$ cat src/rtl/vga_pkg.sv
// Shared VGA timing constants, region/state enums and the sync-level helper.
package vga_pkg;

  localparam int unsigned H_ACTIVE = 640;
  localparam int unsigned H_FP     = 16;
  localparam int unsigned H_SYNC   = 96;
  localparam int unsigned H_BP     = 48;
  localparam int unsigned V_ACTIVE = 480;
  localparam int unsigned V_FP     = 10;
  localparam int unsigned V_SYNC   = 2;
  localparam int unsigned V_BP     = 33;

  localparam int unsigned H_TOTAL = H_ACTIVE + H_FP + H_SYNC + H_BP;
  localparam int unsigned V_TOTAL = V_ACTIVE + V_FP + V_SYNC + V_BP;

  typedef enum logic [1:0] {ACTIVE, FRONT, SYNC, BACK} region_e;
  typedef enum logic {IDLE, RUN} state_e;

  function automatic logic sync_level(region_e region, logic pol);
    return (region == SYNC) ? pol : ~pol;
  endfunction

endpackage

$ cat src/rtl/vga_sync_gen_if.sv
// Pixel strobe/lock inputs and timing outputs of the VGA sync generator.
interface vga_sync_gen_if #(
  parameter int unsigned CNT_W = 10
);
  logic             pix_en;
  logic             locked;
  logic             hsync;
  logic             vsync;
  logic             video_on;
  logic [CNT_W-1:0] pixel_x;
  logic [CNT_W-1:0] pixel_y;
  logic             line_start;
  logic             frame_start;

  modport master (
    input  pix_en, locked,
    output hsync, vsync, video_on, pixel_x, pixel_y, line_start, frame_start
  );

  modport slave (
    output pix_en, locked,
    input  hsync, vsync, video_on, pixel_x, pixel_y, line_start, frame_start
  );
endinterface

$ cat src/rtl/vga_axis_counter.sv
// One timing axis: wrapping counter plus ACTIVE/FRONT/SYNC/BACK region FSM.
module vga_axis_counter
  import vga_pkg::*;
#(
  parameter int unsigned CNT_W      = 10,
  parameter int unsigned SEG_ACTIVE = 640,
  parameter int unsigned SEG_FP     = 16,
  parameter int unsigned SEG_SYNC   = 96,
  parameter int unsigned SEG_BP     = 48
) (
  input  logic             clk_in1,
  input  logic             reset,
  input  logic             i_advance,
  input  logic             i_clear,
  output logic [CNT_W-1:0] o_count,
  output region_e          o_region,
  output region_e          o_region_nxt,
  output logic             o_wrap
);

  localparam int unsigned Total = SEG_ACTIVE + SEG_FP + SEG_SYNC + SEG_BP;
  localparam logic [CNT_W-1:0] LastCnt = CNT_W'(Total - 1);
  localparam logic [CNT_W-1:0] BndFront = CNT_W'(SEG_ACTIVE);
  localparam logic [CNT_W-1:0] BndSync = CNT_W'(SEG_ACTIVE + SEG_FP);
  localparam logic [CNT_W-1:0] BndBack = CNT_W'(SEG_ACTIVE + SEG_FP + SEG_SYNC);

  logic [CNT_W-1:0] r_count;
  logic [CNT_W-1:0] w_count_d;
  region_e          r_region;
  region_e          w_region_d;
  logic             w_wrap;

  assign w_wrap = i_advance && (r_count == LastCnt);

  always_comb begin
    w_count_d  = r_count;
    w_region_d = r_region;
    if (i_clear) begin
      w_count_d  = '0;
      w_region_d = ACTIVE;
    end else if (i_advance) begin
      w_count_d = w_wrap ? '0 : r_count + CNT_W'(1);
      // Region changes exactly when the new count hits a segment boundary.
      if (w_count_d == '0) begin
        w_region_d = ACTIVE;
      end else if (w_count_d == BndFront) begin
        w_region_d = FRONT;
      end else if (w_count_d == BndSync) begin
        w_region_d = SYNC;
      end else if (w_count_d == BndBack) begin
        w_region_d = BACK;
      end
    end
  end

  always_ff @(posedge clk_in1 or negedge reset) begin
    if (!reset) begin
      r_count  <= '0;
      r_region <= ACTIVE;
    end else begin
      r_count  <= w_count_d;
      r_region <= w_region_d;
    end
  end

  assign o_count      = r_count;
  assign o_region     = r_region;
  assign o_region_nxt = w_region_d;
  assign o_wrap       = w_wrap;

endmodule

$ cat src/rtl/vga_sync_gen.sv
// 640x480@60 VGA timing generator driven by a pixel-rate enable on the system clock.
module vga_sync_gen
  import vga_pkg::*;
#(
  parameter int unsigned H_ACTIVE = vga_pkg::H_ACTIVE,
  parameter int unsigned H_FP     = vga_pkg::H_FP,
  parameter int unsigned H_SYNC   = vga_pkg::H_SYNC,
  parameter int unsigned H_BP     = vga_pkg::H_BP,
  parameter int unsigned V_ACTIVE = vga_pkg::V_ACTIVE,
  parameter int unsigned V_FP     = vga_pkg::V_FP,
  parameter int unsigned V_SYNC   = vga_pkg::V_SYNC,
  parameter int unsigned V_BP     = vga_pkg::V_BP,
  parameter bit          SYNC_POL = 1'b0,
  parameter int unsigned CNT_W    = 10
) (
  input logic            clk_in1,
  input logic            reset,
  vga_sync_gen_if.master bus
);

  localparam int unsigned HTotal = H_ACTIVE + H_FP + H_SYNC + H_BP;
  localparam int unsigned VTotal = V_ACTIVE + V_FP + V_SYNC + V_BP;

  if (HTotal > (2 ** CNT_W)) begin : g_h_overflow
    $error("vga_sync_gen: horizontal total does not fit CNT_W");
  end
  if (VTotal > (2 ** CNT_W)) begin : g_v_overflow
    $error("vga_sync_gen: vertical total does not fit CNT_W");
  end

  state_e           r_state, w_state_d;
  logic             r_hsync, w_hsync_d;
  logic             r_vsync, w_vsync_d;
  logic             r_video_on, w_video_on_d;
  logic             r_line_start, w_line_start_d;
  logic             r_frame_start, w_frame_start_d;
  logic             w_running, w_h_adv, w_v_adv, w_clear;
  logic             w_h_wrap, w_v_wrap;
  logic [CNT_W-1:0] w_h_count, w_v_count;
  region_e          w_h_region, w_h_region_nxt, w_v_region, w_v_region_nxt;
  region_e          w_h_sel, w_v_sel;

  // Counters stay cleared unless running with lock held, so the entry edge never advances.
  assign w_running = (r_state == RUN) && bus.locked;
  assign w_h_adv   = w_running && bus.pix_en;
  assign w_v_adv   = w_h_adv && w_h_wrap;
  assign w_clear   = !w_running;

  vga_axis_counter #(
    .CNT_W     (CNT_W),
    .SEG_ACTIVE(H_ACTIVE),
    .SEG_FP    (H_FP),
    .SEG_SYNC  (H_SYNC),
    .SEG_BP    (H_BP)
  ) u_h_axis (
    .clk_in1     (clk_in1),
    .reset       (reset),
    .i_advance   (w_h_adv),
    .i_clear     (w_clear),
    .o_count     (w_h_count),
    .o_region    (w_h_region),
    .o_region_nxt(w_h_region_nxt),
    .o_wrap      (w_h_wrap)
  );

  vga_axis_counter #(
    .CNT_W     (CNT_W),
    .SEG_ACTIVE(V_ACTIVE),
    .SEG_FP    (V_FP),
    .SEG_SYNC  (V_SYNC),
    .SEG_BP    (V_BP)
  ) u_v_axis (
    .clk_in1     (clk_in1),
    .reset       (reset),
    .i_advance   (w_v_adv),
    .i_clear     (w_clear),
    .o_count     (w_v_count),
    .o_region    (w_v_region),
    .o_region_nxt(w_v_region_nxt),
    .o_wrap      (w_v_wrap)
  );

  always_comb begin
    w_state_d       = r_state;
    w_hsync_d       = ~SYNC_POL;
    w_vsync_d       = ~SYNC_POL;
    w_video_on_d    = 1'b0;
    w_line_start_d  = 1'b0;
    w_frame_start_d = 1'b0;
    w_h_sel         = bus.pix_en ? w_h_region_nxt : w_h_region;
    w_v_sel         = bus.pix_en ? w_v_region_nxt : w_v_region;
    unique case (r_state)
      IDLE: begin
        if (bus.locked) begin
          w_state_d       = RUN;
          w_video_on_d    = 1'b1;
          w_line_start_d  = 1'b1;
          w_frame_start_d = 1'b1;
        end
      end
      RUN: begin
        if (!bus.locked) begin
          w_state_d = IDLE;
        end else begin
          w_hsync_d       = sync_level(w_h_sel, SYNC_POL);
          w_vsync_d       = sync_level(w_v_sel, SYNC_POL);
          w_video_on_d    = (w_h_sel == ACTIVE) && (w_v_sel == ACTIVE);
          w_line_start_d  = w_h_adv && w_h_wrap;
          w_frame_start_d = w_v_adv && w_v_wrap;
        end
      end
      default: w_state_d = IDLE;
    endcase
  end

  always_ff @(posedge clk_in1 or negedge reset) begin
    if (!reset) begin
      r_state       <= IDLE;
      r_hsync       <= ~SYNC_POL;
      r_vsync       <= ~SYNC_POL;
      r_video_on    <= 1'b0;
      r_line_start  <= 1'b0;
      r_frame_start <= 1'b0;
    end else begin
      r_state       <= w_state_d;
      r_hsync       <= w_hsync_d;
      r_vsync       <= w_vsync_d;
      r_video_on    <= w_video_on_d;
      r_line_start  <= w_line_start_d;
      r_frame_start <= w_frame_start_d;
    end
  end

  assign bus.hsync       = r_hsync;
  assign bus.vsync       = r_vsync;
  assign bus.video_on    = r_video_on;
  assign bus.pixel_x     = w_h_count;
  assign bus.pixel_y     = w_v_count;
  assign bus.line_start  = r_line_start;
  assign bus.frame_start = r_frame_start;

endmodule
$ cat src/flat_wrapper.sv
// flat-port wrapper written by rule: the top's interface ports become plain ports
module vga_sync_gen_flat import vga_pkg::*;
#(
  parameter int unsigned H_ACTIVE = vga_pkg::H_ACTIVE,
  parameter int unsigned H_FP     = vga_pkg::H_FP,
  parameter int unsigned H_SYNC   = vga_pkg::H_SYNC,
  parameter int unsigned H_BP     = vga_pkg::H_BP,
  parameter int unsigned V_ACTIVE = vga_pkg::V_ACTIVE,
  parameter int unsigned V_FP     = vga_pkg::V_FP,
  parameter int unsigned V_SYNC   = vga_pkg::V_SYNC,
  parameter int unsigned V_BP     = vga_pkg::V_BP,
  parameter bit          SYNC_POL = 1'b0,
  parameter int unsigned CNT_W    = 10
)
  (clk_in1, reset, bus_pix_en, bus_locked, bus_hsync, bus_vsync, bus_video_on, bus_pixel_x, bus_pixel_y, bus_line_start, bus_frame_start);
  vga_sync_gen_if #(.CNT_W(CNT_W)) bus_i ();
  input logic clk_in1;
  input logic reset;
  input wire logic [$bits(bus_i.pix_en)-1:0] bus_pix_en;
  input wire logic [$bits(bus_i.locked)-1:0] bus_locked;
  output wire logic [$bits(bus_i.hsync)-1:0] bus_hsync;
  output wire logic [$bits(bus_i.vsync)-1:0] bus_vsync;
  output wire logic [$bits(bus_i.video_on)-1:0] bus_video_on;
  output wire logic [$bits(bus_i.pixel_x)-1:0] bus_pixel_x;
  output wire logic [$bits(bus_i.pixel_y)-1:0] bus_pixel_y;
  output wire logic [$bits(bus_i.line_start)-1:0] bus_line_start;
  output wire logic [$bits(bus_i.frame_start)-1:0] bus_frame_start;
  assign bus_i.pix_en = bus_pix_en;
  assign bus_i.locked = bus_locked;
  assign bus_hsync = bus_i.hsync;
  assign bus_vsync = bus_i.vsync;
  assign bus_video_on = bus_i.video_on;
  assign bus_pixel_x = bus_i.pixel_x;
  assign bus_pixel_y = bus_i.pixel_y;
  assign bus_line_start = bus_i.line_start;
  assign bus_frame_start = bus_i.frame_start;
  vga_sync_gen #(.H_ACTIVE(H_ACTIVE), .H_FP(H_FP), .H_SYNC(H_SYNC), .H_BP(H_BP), .V_ACTIVE(V_ACTIVE), .V_FP(V_FP), .V_SYNC(V_SYNC), .V_BP(V_BP), .SYNC_POL(SYNC_POL), .CNT_W(CNT_W)) u_core (.clk_in1(clk_in1), .reset(reset), .bus(bus_i));
endmodule
$ cat config.mk
export PLATFORM = sky130hd
export DESIGN_NAME = vga_sync_gen_flat
export DESIGN_NICKNAME = d
export VERILOG_FILES = /design/src/rtl/vga_pkg.sv /design/src/rtl/vga_sync_gen_if.sv /design/src/rtl/vga_axis_counter.sv /design/src/rtl/vga_sync_gen.sv /design/src/flat_wrapper.sv
export SDC_FILE = /design/constraint.sdc
export NUM_CORES = 1
export LEC_CHECK = 0
export ABC_AREA = 1
export CAP_MARGIN = 20
export CORE_UTILIZATION = 45
export CTS_CLUSTER_DIAMETER = 80
export DETAILED_ROUTE_END_ITERATION = 10
export PLACE_DENSITY = 0.68
export SLEW_MARGIN = 40
export SYNTH_ARGS = -nofsm -noshare
export SYNTH_HDL_FRONTEND = slang
export SYNTH_SLANG_ARGS = --single-unit
$ cat constraint.sdc
create_clock -name clk_in1 -period 2.3 [get_ports clk_in1]
set_clock_uncertainty 0.05 [all_clocks]
set_input_delay 0.345 -clock clk_in1 [delete_from_list [all_inputs] [get_ports clk_in1]]
set_output_delay 0.345 -clock clk_in1 [all_outputs]
set_load 0.1 [all_outputs]
==> impl_metrics.json, run 1 <==
{
  "outcome": "finished clean",
  "clock_latency_ns": 0.29,
  "syn_inst": 288,
  "antenna_left": 0,
  "required_ns": 2.43,
  "fill_cells": 397,
  "vias": 1990,
  "place_area_um2": 2420,
  "yosysTopAreaCell": "dfrtp_1",
  "cts.root.buffer_cell": "clkbuf_8",
  "nets": 340,
  "min_path_type": "input port to async pin",
  "clock_path_buffers": 2,
  "design_area_um2": 2640,
  "yosysSeqAreaShare": 0.368,
  "io-pin-count": 29,
  "synth_most_common_cell": "nand2_1",
  "antenna_found_initial": 0,
  "cts_hold_buf": 0,
  "utilization": 0.605,
  "p_per_area_nw_per_um2": 409,
  "syn_nets": 295,
  "switchingPower_mw": 0.281,
  "path_clk_slew_ns": 0.07,
  "syn2layout_area_growth_pct": 28.7,
  "die_w_um": 69.5,
  "rows": 24,
  "maxCapViolCount": 0,
  "slew-limit-headroom": 0.727,
  "leakagePower_nw": 1.21,
  "first_global_vias": 1806,
  "drv_slew": 0,
  "cts_tree": "done",
  "netlist.area_leader.share": 0.342,
  "synth_cell_types": 31,
  "ys_ff_latch": 30,
  "wl_mm": 5.08,
  "ys_warn_count": 0,
  "tightestPinTransition_ns": 0.408,
  "vias_per_cell": 5.16,
  "p_sw_frac": 0.260,
  "finalHoldViolCount": 0,
  "synth-edff-count": 0,
  "ir_drop_uv": 280,
  "dp_hpwl_mm": 3.74,
  "synthArstFlopShare": 1.00,
  "dr.pass1.iters": 4,
  "synth_area_per_cell_um2": 7.11,
  "die-area_um2": 4830,
  "cp-start-kind": "flop",
  "wl_per_cell_um": 13.2,
  "grt_pass1_wl_mm": 8.34,
  "netlist_top_cells_count": "nand2_1 (85), inv_1 (38), nand3_1 (30)",
  "p_seq_frac": 0.498,
  "cts.sinks": 30,
  "place.gp.congestion": 0.886,
  "synth_area_leaders": "dfrtp_1 (34%), nand2_1 (16%), nand3_1 (7.3%)",
  "track_usage": 0.220,
  "fp.dieH_um": 69.5,
  "p_comb_frac": 0.088,
  "start_util": 0.470,
  "cp-end-kind": "flop",
  "drive_gt1_frac": 0.353,
  "syn_area_um2": 2050,
  "grt_max_degree": 31,
  "p_int_mw": 0.798,
  "p_clk_frac": 0.414,
  "fin_crit_ns": 2.17,
  "core_area_um2": 4350,
  "diodes": 0,
  "drc": 0,
  "overflow": 0,
  "cts_buffers": 5,
  "max_freq_mhz": 461,
  "io_buffers": 28,
  "finalCritPeriodShare": 0.943,
  "setup_violations": 0,
  "cp.arrival_ns": 2.30,
  "crit_type": "flop to flop",
  "cp_max_fo": 7,
  "synth_ff_type": "dfrtp_1",
  "first_iter_violations": 159,
  "cts_max_level": 2
}
==> repair_timing <==
item / in CTS / in global routing
buffers inserted: 0 / 2
gates resized for setup: 0 / 27
endpoints found under the hold margin: 0 / 0
endpoints found under the setup margin: 0 / 9
==> worst paths after layout <==
check | start | to | slack, ns | depth (start not counted)
max in group asynchronous | reset | u_core.bus.vsync | 1.47 | 2
max | u_core.u_h_axis.o_count[0] | u_core.bus.video_on | 0.13 | 17
min reg2reg | u_core.r_state | u_core.bus.frame_start | 0.44 | 1
min | reset | u_core.u_v_axis.o_count[0] | 0.40 | 2
max reg2reg | u_core.u_h_axis.o_count[0] | u_core.bus.video_on | 0.13 | 17
min in group clk_in1 | u_core.r_state | u_core.bus.frame_start | 0.44 | 1
==> critical path, stage by stage (launching register included) <==
cell	delay, ns
dfrtp_4	0.51
ha_2	0.23
nand3_4	0.13
clkinv_2	0.10
nand2_4	0.09
nor2_8	0.05
nand2_4	0.12
nand3_4	0.10
nand2_1	0.07
nor2_1	0.04
nand2_1	0.06
nand2_1	0.07
nor2_1	0.09
nand2_1	0.08
nand3_1	0.08
nand2_1	0.06
nand3_2	0.06
nand2_1	0.05
==> registers in the layout, indices dropped and copies added, names as in the netlist <==
register	count
u_core.bus.video_on	1
u_core.bus.line_start	1
u_core.u_h_axis.o_count	10
u_core.bus.hsync	1
u_core.r_state	1
u_core.bus.vsync	1
u_core.u_v_axis.o_region	2
u_core.u_v_axis.o_count	10
u_core.u_h_axis.o_region	2
u_core.bus.frame_start	1
==> per-layer routing <==
| layer | vias to the layer above | wire length, um | global-route usage |
|---|---|---|---|
| met5 | - | 0 | 0 |
| met4 | 0 | 73 | 0.0794 |
| li1 | 1020 | - | - |
| met3 | 6 | 266 | 0.0465 |
| met2 | 49 | 2340 | 0.333 |
| met1 | 915 | 2400 | 0.310 |
==> power by group through the flow <==
stage          clock [mW]  sequential, mW  combinational (mW)
2_1_floorplan           0           0.579              0.0261
3_3_place_gp            0           0.547              0.0948
3_5_place_dp            0           0.547              0.0950
4_1_cts             0.458           0.538              0.0952
5_1_grt             0.475           0.538               0.102
6_report            0.447           0.538              0.0949
==> logic make-up (layout without fill, tap and decap cells) <==
family,count (synthesis),count (layout),share of synthesized area
adder cells (fa/ha/maj),3,3,0.0183
AO/OA/AOI/OAI,30,30,0.0892
flip-flops,30,30,0.368
XOR/XNOR,2,2,0.00855
AND/OR/NAND/NOR,178,178,0.429
buffers and inverters,45,91,0.0867
==> cells in the final DEF, fill, tap and decap left out, types with 6 or more instances in the layout <==
| cell type | synthesis | final |
|---|---|---|
| dfrtp_2 | 0 | 14 |
| nand3_1 | 30 | 29 |
| nor2_2 | 8 | 10 |
| nand2_1 | 85 | 83 |
| o22ai_1 | 14 | 14 |
| nor2_1 | 23 | 18 |
| inv_1 | 38 | 35 |
| clkbuf_8 | 0 | 6 |
| buf_4 | 0 | 37 |
| dfrtp_1 | 28 | 10 |
| nand2_2 | 11 | 13 |
| o21ai_0 | 9 | 9 |
==> per-stage QoR <==
| stage | power, mW | hold WS [ns] | cells | setup WS, ns | TNS [ns] |
|---|---|---|---|---|---|
| 2_1_floorplan | 0.605 | -0.000591 | 288 | 0.0114 | 0 |
| 3_3_place_gp | 0.642 | 0.447 | 376 | -0.0368 | -0.0400 |
| 3_5_place_dp | 0.642 | 0.427 | 376 | -0.0861 | -0.0861 |
| 4_1_cts | 1.09 | 0.418 | 384 | 0.0276 | 0 |
| 5_1_grt | 1.11 | 0.466 | 386 | -0.0163 | -0.0163 |
| 6_report | 1.08 | 0.404 | 386 | 0.132 | 0 |
==> area by class of cell <==
type,count,area [um2],area share
clock buffer,7,86.3,0.0327
clock inverter,1,5.00,0.00190
inverter,43,170,0.0645
multi-input combinational,213,1220,0.461
sequential,30,786,0.298
tap,52,65.1,0.0247
timing repair buffer,40,308,0.117
No activity file was read; power rests on OpenSTA's default activity.
==> inputs of run 2 (changes only) <==
- CORE_MARGIN: not set -> 2
==> run 2 against run 1 <==
Sequential share of layout area grew 0.085 points. Register-to-register slack got worse by 0.02 ns. Flip-flop and latch count stayed put. Clock power barely moved. Total power increased by 0.45%. Setup slack worse by 0.020 ns. Via count grew 1.4%. Maximum frequency down 0.90%. Critical path type unchanged.
==> impl_metrics.json, run 2 (synthesized netlist as in run 1, its figures left out) <==
{
  "tightestPinTransition_ns": 0.451,
  "crit_type": "flop to flop",
  "cp_num_buf_inv": 4,
  "cp-end-kind": "flop",
  "clock_latency_ns": 0.29,
  "cp-start-kind": "flop",
  "cp_cell_sequence": "inv_4 -> ha_4 -> inv_2 -> nor2_2 -> nand3b_1 -> nor2_2 -> nand2_4 -> nand3_4 -> inv_4 -> nor3_2 -> inv_1 -> nand2_1 -> nand2_2 -> nand3_2 -> nand2_2 -> nand3_2 -> nand2_1",
  "path_clk_slew_ns": 0.07,
  "setup_violations": 0,
  "reg2reg_from": "u_core.u_v_axis.o_count[1]",
  "critPathTopFamily": "simple AND/OR/NAND/NOR gates",
  "place.gp.congestion": 0.898,
  "drive_gt1_frac": 0.356,
  "cts_max_level": 2,
  "cts_tree": "done",
  "fp.dieH_um": 71.5,
  "cts_buffers": 5,
  "min_path_type": "input port to async pin",
  "first_global_vias": 1752,
  "finalHoldViolCount": 0,
  "drc": 0,
  "nets": 340,
  "drv_slew": 0,
  "vias_per_cell": 5.23,
  "first_iter_violations": 175,
  "slew-limit-headroom": 0.698,
  "fin_crit_ns": 2.19,
  "syn2layout_area_growth_pct": 28.3,
  "die-area_um2": 5110,
  "setup_slack_ns": 0.112,
  "cp.arrival_ns": 2.33,
  "cts.sinks": 30,
  "vias": 2018,
  "cts.root.buffer_cell": "clkbuf_8",
  "totalPowerFinal_mw": 1.08,
  "ir_drop_uv": 329,
  "die_w_um": 71.5,
  "utilization": 0.600,
  "cts_hold_buf": 0,
  "fill_cells": 410,
  "dr.pass1.iters": 4,
  "start_util": 0.467,
  "cp_max_fo": 7,
  "max_freq_mhz": 457,
  "antenna_left": 0,
  "antenna_found_initial": 0,
  "track_usage": 0.208,
  "wl_per_cell_um": 13.1,
  "dp_hpwl_mm": 3.68,
  "diodes": 0,
  "grt_pass1_wl_mm": 8.37,
  "final_common_cell": "nand2_1",
  "leakagePower_nw": 1.21,
  "maxCapViolCount": 0,
  "hold_slack_ns": 0.400,
  "critPathMaxStageDelay_ns": 0.52,
  "rsz0062_at_grt": "true",
  "final_cell_mix": "nand2_1 (83), buf_4 (36), inv_1 (34)",
  "required_ns": 2.44,
  "clock_path_buffers": 2,
  "overflow": 0,
  "startpoint": "u_core.u_v_axis.o_count[1]",
  "rows": 24,
  "finalCritPeriodShare": 0.951,
  "p_per_area_nw_per_um2": 412,
  "grt_max_degree": 31,
  "place_ws_ns": -0.0946,
  "wl_mm": 5.06,
  "outcome": "finished clean",
  "core_area_um2": 4380,
  "io-pin-count": 29,
  "cpMaxStageDelayCell": "dfrtp_4",
  "io_buffers": 28
}
==> run 2: cell types whose count changed in the layout (fill, tap and decap cells not counted) <==
cell    previous run  this run
buf_4             37        36
buf_6              0         1
inv_1             35        34
inv_2              4         5
nor2_2            10        11
nor2_4             4         3
nor3_2             1         2
nor3_4             1         0
==> run 2: what timing repair did <==
item / 4_1_cts / 5_1_grt
endpoints found under the setup margin: 0 / 8
buffers inserted: 0 / 2
gates resized for setup: 0 / 27
==> run 2: stage by stage <==
stage,area (um2),TNS [ns],std cells
3_3_place_gp,2420,-0.102,376
6_report,2630,0,386
3_5_place_dp,2420,-0.119,376
2_1_floorplan,2080,0,288
4_1_cts,2510,0,384
5_1_grt,2630,-0.0504,386
==> run 2: final cells by class <==
| cell class | count | area (um2) | area share |
|---|---|---|---|
| well taps | 52 | 65.1 | 0.0248 |
| inverters | 43 | 170 | 0.0647 |
| multi-input cells | 213 | 1200 | 0.458 |
| clock inverters | 1 | 5.00 | 0.00190 |
| repair buffers | 40 | 312 | 0.119 |
| clock buffers | 7 | 86.3 | 0.0328 |
| flip-flops and latches | 30 | 786 | 0.299 |
==> run 2: worst paths after layout <==
kind	endpoint	slack (ns)	cells past startpoint
setup / recovery	u_core.bus.video_on	0.11	17
hold / removal	u_core.u_v_axis.o_count[3]	0.40	2
setup reg to reg	u_core.bus.video_on	0.11	17
hold reg to reg	u_core.bus.frame_start	0.45	1
max in group asynchronous	u_core.bus.vsync	1.47	2
min in group clk_in1	u_core.bus.frame_start	0.45	1
==> run 2: power breakdown <==
group / leakage [nW] / internal, mW / switching [mW]
Clock: 0.0482 / 0.241 / 0.209
Combinational: 0.791 / 0.0245 / 0.0715
Sequential: 0.375 / 0.533 / 0.00430
==> run 2: per-layer routing <==
metal	GRT usage	wire length, um	vias to the layer above	part of all wire
met5	0	0	-	0
met4	0.0524	53	0	0.010
met3	0.0492	321	5	0.064
met2	0.293	2240	72	0.44
met1	0.318	2440	921	0.48
li1	-	-	1020	-
